[src/rtl/sp_ram_load_ctrl_pkg.sv]
// Shared definitions for the RAM-path blocks: default widths and the
// load-controller state encoding (IDLE=0 .. CHECK=4).
package sp_ram_load_ctrl_pkg;

  localparam int DEF_ADDR_W = 8;
  localparam int DEF_DATA_W = 8;

  typedef enum logic [2:0] {
    ST_IDLE   = 3'd0,
    ST_LOAD   = 3'd1,
    ST_DRAIN  = 3'd2,
    ST_VERIFY = 3'd3,
    ST_CHECK  = 3'd4
  } state_e;

endpackage

[src/rtl/sp_ram_load_ctrl.sv]
// Load controller: accepts a stream of length_in bytes (valid/ready),
// writes them to consecutive RAM addresses starting at base_addr_in
// (wrapping), then reads the region back and compares an additive
// checksum. done_out pulses on match; error_out is sticky on mismatch
// or illegal length and is cleared by the next accepted start.
// Ports:
//   clk_in, rst_n_in                 clock, async active-low reset
//   start_in, base_addr_in, length_in job request (sampled in IDLE)
//   s_valid_in, s_data_in, s_ready_out upstream byte stream
//   ram_write_en_out, ram_address_out, ram_data_out, ram_data_in  RAM port
//   busy_out, done_out, error_out    status
module sp_ram_load_ctrl
  import sp_ram_load_ctrl_pkg::*;
#(
  parameter int ADDR_W = DEF_ADDR_W,
  parameter int DATA_W = DEF_DATA_W
) (
  input  logic              clk_in,
  input  logic              rst_n_in,
  input  logic              start_in,
  input  logic [ADDR_W-1:0] base_addr_in,
  input  logic [ADDR_W:0]   length_in,
  input  logic              s_valid_in,
  input  logic [DATA_W-1:0] s_data_in,
  output logic              s_ready_out,
  output logic              ram_write_en_out,
  output logic [ADDR_W-1:0] ram_address_out,
  output logic [DATA_W-1:0] ram_data_out,
  input  logic [DATA_W-1:0] ram_data_in,
  output logic              busy_out,
  output logic              done_out,
  output logic              error_out
);

  localparam logic [ADDR_W:0] MAX_LEN = {1'b1, {ADDR_W{1'b0}}};

  state_e              state_q, state_d;
  logic [ADDR_W-1:0]   base_q, base_d;
  logic [ADDR_W:0]     len_q, len_d;
  // Counts accepted bytes in LOAD, then read cycles in VERIFY.
  logic [ADDR_W:0]     cnt_q, cnt_d;
  logic [DATA_W-1:0]   wsum_q, wsum_d;
  logic [DATA_W-1:0]   rsum_q, rsum_d;
  logic                we_q, we_d;
  logic [ADDR_W-1:0]   addr_q, addr_d;
  logic [DATA_W-1:0]   data_q, data_d;
  logic                done_q, done_d;
  logic                err_q, err_d;

  logic                accept;
  logic                len_ok;
  logic [ADDR_W:0]     len_m1;

  always_ff @(posedge clk_in or negedge rst_n_in) begin
    if (!rst_n_in) state_q <= ST_IDLE;
    else           state_q <= state_d;
  end

  always_ff @(posedge clk_in or negedge rst_n_in) begin
    if (!rst_n_in) begin
      base_q <= '0;
      len_q  <= '0;
      cnt_q  <= '0;
      wsum_q <= '0;
      rsum_q <= '0;
      we_q   <= 1'b0;
      addr_q <= '0;
      data_q <= '0;
      done_q <= 1'b0;
      err_q  <= 1'b0;
    end else begin
      base_q <= base_d;
      len_q  <= len_d;
      cnt_q  <= cnt_d;
      wsum_q <= wsum_d;
      rsum_q <= rsum_d;
      we_q   <= we_d;
      addr_q <= addr_d;
      data_q <= data_d;
      done_q <= done_d;
      err_q  <= err_d;
    end
  end

  always_comb begin
    state_d = state_q;
    base_d  = base_q;
    len_d   = len_q;
    cnt_d   = cnt_q;
    wsum_d  = wsum_q;
    rsum_d  = rsum_q;
    we_d    = 1'b0;
    addr_d  = addr_q;
    data_d  = data_q;
    done_d  = 1'b0;
    err_d   = err_q;
    accept  = s_valid_in & (state_q == ST_LOAD);
    len_ok  = (length_in != '0) && (length_in <= MAX_LEN);
    len_m1  = len_q - 1'b1;

    case (state_q)
      ST_IDLE: begin
        if (start_in) begin
          if (len_ok) begin
            base_d  = base_addr_in;
            len_d   = length_in;
            cnt_d   = '0;
            wsum_d  = '0;
            rsum_d  = '0;
            err_d   = 1'b0;
            state_d = ST_LOAD;
          end else begin
            err_d = 1'b1;
          end
        end
      end
      ST_LOAD: begin
        if (accept) begin
          // Write is registered: presented in the cycle after the accept.
          we_d   = 1'b1;
          addr_d = base_q + cnt_q[ADDR_W-1:0];
          data_d = s_data_in;
          wsum_d = wsum_q + s_data_in;
          cnt_d  = cnt_q + 1'b1;
          if (cnt_q == len_m1) state_d = ST_DRAIN;
        end
      end
      ST_DRAIN: begin
        // Last write is on the bus now; line up the first read address.
        addr_d  = base_q;
        cnt_d   = '0;
        state_d = ST_VERIFY;
      end
      ST_VERIFY: begin
        rsum_d = rsum_q + ram_data_in;
        addr_d = addr_q + 1'b1;
        cnt_d  = cnt_q + 1'b1;
        if (cnt_q == len_m1) state_d = ST_CHECK;
      end
      ST_CHECK: begin
        state_d = ST_IDLE;
        if (wsum_q == rsum_q) done_d = 1'b1;
        else                  err_d  = 1'b1;
      end
      default: state_d = ST_IDLE;
    endcase
  end

  assign s_ready_out      = (state_q == ST_LOAD);
  assign busy_out         = (state_q != ST_IDLE);
  assign ram_write_en_out = we_q;
  assign ram_address_out  = addr_q;
  assign ram_data_out     = data_q;
  assign done_out         = done_q;
  assign error_out        = err_q;

endmodule

[config.mk]
export PLATFORM = sky130hd
export DESIGN_NAME = sp_ram_load_ctrl
export DESIGN_NICKNAME = d
export VERILOG_FILES = /design/src/rtl/sp_ram_load_ctrl_pkg.sv /design/src/rtl/sp_ram_load_ctrl.sv
export SDC_FILE = /design/constraint.sdc
export NUM_CORES = 1
export LEC_CHECK = 0
export CAP_MARGIN = 15
export CORE_MARGIN = 8
export CORE_UTILIZATION = 30
export CTS_BUF_LIST = sky130_fd_sc_hd__clkbuf_2
export DETAILED_ROUTE_END_ITERATION = 7
export PLACE_DENSITY = 0.61
export SLEW_MARGIN = 20
export SYNTH_ARGS = -nofsm -noshare
export SYNTH_HDL_FRONTEND = slang
export SYNTH_SLANG_ARGS = --single-unit
[constraint.sdc]
create_clock -name clk_in -period 1.91 [get_ports clk_in]
set_input_delay 0.382 -clock clk_in [delete_from_list [all_inputs] [get_ports clk_in]]
set_output_delay 0.382 -clock clk_in [all_outputs]
set_load 0.1 [all_outputs]
[After elaboration in Yosys (flattened, before gate mapping)]
Index checks and enable logic that the tools add are counted.
W data, S select, Z words.
Cells by class
  $add $sub $neg: 6
  reduce and logical (&&, ||, !) cells: 17
  bitwise gates (word level): 1
  equal/unequal tests: 12
  $lt $le $gt $ge: 1
  mux-type cells: 25
Operators with widths (number)
  $pmux W9 S4: 1
  $mux W8: 4
  $pmux W8 S2: 2
  $mux W9: 3
  $add A8 B8 Y8: 3
  $pmux W8 S3: 1
  $mux W3: 5
  $pmux W3 S4: 1
  $add A9 B1 Y9 const B: 1
  $eq A9 B9 Y1: 1
  $le A9 B9 Y1 const B: 1
  $reduce_and A3 Y1: 3
  $reduce_bool A9 Y1: 1
  $sub A9 B1 Y9 const B: 1
  $add A8 B1 Y8 const B: 1
  $eq A8 B8 Y1: 1
  $ne A2 B2 Y1 const B: 4
  $reduce_and A4 Y1: 2
  $mux W1: 7
  $eq A3 B2 Y1 const B: 2
  $reduce_bool A2 Y1: 3
  $reduce_bool A3 Y1: 2
  $reduce_and A5 Y1: 1
  $ne A2 B1 Y1 const B: 2
  8 further kinds: 9
Word-level totals
  flip-flop bits (word level): 64
  logic and storage cells: 73
  output and inout port bits: 21
  input bits: 37

[Depth between registers and ports, before layout]
  depth after elaboration: 5
  depth in mapped cells: 9
  depth with buffers taken out: 9

[Least setup slack after synthesis]
Ideal clock, no wire load.
  kind: reg2out
  start point: register state_q[2]
  end point: output s_ready_out
  buffers on the path: 2
  stages on the path, launching flop included: 5
  slack: -0.664 ns
  arrival time: 2.192 ns
  cell sequence: dfrtp_1 -> clkbuf_1 -> or2_2 -> buf_2 -> nor2_1
On the way
  word-level cells in the longest chain between the ends: 1
Ends and longest elaborated chain
  start, declared: RTL line sp_ram_load_ctrl.sv:37  | state_e state_q, state_d;
  start signal, assigned: RTL line sp_ram_load_ctrl.sv:56  | else state_q <= state_d;
  $eq A3 B1 Y1: RTL line sp_ram_load_ctrl.sv:149  | assign s_ready_out = (state_q == ST_LOAD);
  end, declared: RTL line sp_ram_load_ctrl.sv:25  | output logic s_ready_out,
Every way passes these cells.

[Final worst setup path]
  start point: register len_q[0]
  end point: register state_q[1]
On the way
  word-level cells in the longest chain between the ends: 4
  elaborated cells on any way between the ends: 5
Ends and longest elaborated chain
  start, declared: RTL line sp_ram_load_ctrl.sv:39  | logic [ADDR_W:0] len_q, len_d;
  start signal, assigned: RTL line sp_ram_load_ctrl.sv:73  | len_q <= len_d;
  $sub A9 B1 Y9 (*): RTL line sp_ram_load_ctrl.sv:99  | len_m1 = len_q - 1'b1;
  $eq A9 B9 Y1 (*): RTL line sp_ram_load_ctrl.sv:125, sp_ram_load_ctrl.sv:138
  $ne A2 B2 Y1 (no source line) / $ne A2 B1 Y1 (equally long branches)
  $reduce_and A5 Y1 (no source line) (*)
Mark *: on every way between the ends. The rest lies on a longest branch, timed or not.
A chain may end at the register's enable or synchronous reset.

==> flow_metrics.tcl <==
set metrics [dict create \
    path_class "flop to flop" \
    syn_avg_cell_area_um2 9.55 \
    clock-root-buffer "clkbuf_2" \
    p_leak_uw 0.00273 \
    routabilityCongestion 0.816 \
    syn_inst 426 \
    slew_viol_final 0 \
    rows 42 \
    maxCapViolCount 0 \
    maxSlewHeadroom_pct 72.4 \
    grtUsageMet1_pct 15.4 \
    finalCriticalPeriod_ps 2130 \
    setup_violations 8 \
    grt-ovfl-total 0 \
    die_w_um 132 \
    clk_transition_reported_paths_ps 200 \
    irDropWorstVdd_mv 1.19 \
    synth_nets 490 \
    crit_path_max_fanout 3 \
    nFillCells 1232 \
    cts-htree-levels 3 \
    ys.flop_type "dfrtp_1" \
    stdcell_area_um2 6210 \
    r2r_slack_ps -220 \
    postRouteAntennaNets 0 \
    hp-class "input port to flop" \
    final_nets 650 \
    ios 58 \
    tns_ps -604 \
    synthArstFlopShare_pct 100 \
    max_freq_mhz 470 \
    cts_tree "done" \
    ys_seq_area_share_pct 39.3 \
    initial_core_util_pct 30.7 \
    multi_input_area_um2 2610 \
    drt_iter0_markers 175 \
    syn2layout_area_growth_pct 52.5 \
    setup_slack_ps -218 \
    coreArea_um2 13200 \
    grt_antenna_before_repair 0 \
    cts_buffers 9 \
    drive_gt1_share_pct 38.9 \
    synth_area_um2 4070 \
    worstSetupEndpointType "flop" \
    fin_crit_sh_pct 111 \
    finalHoldViolCount 0 \
    grt_pass1_wl_um 19000 \
    wl_um 11700 \
    worst_slew_pin_slew_ps 410 \
    num_antenna_cells 0 \
    crit_required_ps 2350 \
    dr.pass1.iters 4 \
    clock-sinks 64 \
    gr-usage-met3_pct 3.79 \
    io_buffers 57 \
    dp_hpwl_um 8550 \
    die_y_um 132 \
    insertion_delay_ps 530 \
    die_area_um2 17600 \
    synth_edf_count 0 \
    grt.busiest_layer "met2" \
    grt_util_met2_pct 23.0 \
    synth_seq_cells 64 \
    route.detailed.drc 0 \
    ys_types 55 \
    fin_skew_ps 28.8 \
    yosys_warnings 0 \
    startpoint_type "flop" \
    vias 3804 \
    wire_per_inst_um 15.3 \
    violations "setup timing" \
    status "finished with violations" \
    place_area_um2 5620 \
    routed_via_density 4.96 \
    grt_use_total_pct 13.2 \
    register_area_um2 1610 \
    cts.path.max_buffers 2 \
    rsz0062_at_grt "yes" \
    grt_start_max_net_pins 65 \
    crit_arrival_ps 2570 \
    grt_pass1_vias 3980 \
    p_per_area_nw_per_um2 1550 \
]
==> power by group <==
group | total (uW) | switching, uW | internal, uW
clock | 934 | 513 | 422
sequential | 2270 | 440 | 1830
combinational | 6400 | 3590 | 2810
total | 9600 | 4540 | 5060
==> cell usage in the layout, fill, tap and decap left out, types with 18 or more instances in the layout <==
| cell type | count |
|---|---|
| nor2_1 | 25 |
| buf_12 | 18 |
| o21ai_0 | 23 |
| ha_1 | 18 |
| a21oi_1 | 18 |
| xnor2_1 | 30 |
| buf_4 | 105 |
| clkdlybuf4s50_1 | 27 |
| nand2_1 | 43 |
| dfrtp_1 | 58 |
| mux2_2 | 22 |
==> layer usage <==
layer	up-vias	part of all wire, %
met5	-	0
met2	91	51
met4	0	0.95
met1	1855	43
li1	1847	-
met3	11	5.8
==> synthesized netlist by cell type (9+ instances only) <==
master	number	area [um2]
mux2_2	22	248
inv_1	15	56.3
ha_1	24	300
nor2_1	28	105
nand2_1	44	165
nand3_1	15	75.1
xor2_1	9	78.8
o21ai_0	29	145
dfrtp_1	64	1600
clkbuf_1	10	37.5
nor3_1	13	65.1
xnor2_1	31	272
a21oi_1	24	120
==> worst paths after layout <==
| check | start | to | depth (start not counted) |
|---|---|---|---|
| setup / recovery | len_q[0] | state_q[1] | 8 |
| hold / removal | length_in[1] | len_q[1] | 4 |
| setup reg to reg | len_q[0] | state_q[1] | 8 |
| hold reg to reg | ram_data_out[6] | ram_data_out[6] | 1 |
| max in group asynchronous | rst_n_in | ram_address_out[2] | 3 |
| min in group asynchronous | rst_n_in | len_q[8] | 3 |
==> state kept, by name, summed over array words and instances (netlist names) <==
register,flops
done_out,1
ram_address_out,8
len_q,9
cnt_q,9
ram_data_out,8
state_q,3
wsum_q,8
ram_write_en_out,1
rsum_q,8
error_out,1
base_q,8
==> area by class of cell <==
class                      instances  area share [%]
multi-input combinational        330            42.0
tap                              176            3.55
clock buffer                       9           0.726
sequential                        64            25.9
timing repair buffer             166            25.4
inverter                          15           0.968
clock inverter                     7            1.39
==> stage by stage <==
stage / std cells / hold WS (ps) / setup slack [ps] / total power (uW) / utilization [%]
final: 767 / 206 / -218 / 9600 / 46.9
after floorplan: 426 / 86.4 / -120 / 6080 / -
after detailed placement: 728 / 428 / -862 / 8220 / 42.5
after global placement: 728 / 428 / -822 / 8080 / 42.5
after CTS: 756 / 280 / -147 / 9410 / 45.4
after global routing: 767 / 191 / -317 / 10200 / 46.9
==> worst max-delay path, stage by stage (launching register included) <==
cell	delay, ps
dfrtp_1	450
inv_2	90
ha_4	140
or3b_4	420
nor4_4	150
o21ai_1	90
a32oi_2	240
and4_4	270
mux2i_1	200
==> timing repair <==
item | CTS | global route
cloned | 1 | 0
hold buffers | 1 | 0
pin swaps | 17 | 28
hold endpoints to repair | 64 | 0
gates resized for setup | 49 | 22
setup buffers | 11 | 12
endpoints found under the setup margin | 44 | 31
==> cell families after synthesis <==
| kind of cell | share of synthesized area, % |
|---|---|
| AND/OR/NAND/NOR | 16.6 |
| AO/OA/AOI/OAI | 16.7 |
| flip-flops | 39.3 |
| XOR/XNOR | 8.61 |
| buffers and inverters | 3.60 |
| adder cells (fa/ha/maj) | 8.85 |
| multiplexers | 6.33 |
Note: power is estimated with default switching activity, not from simulation.
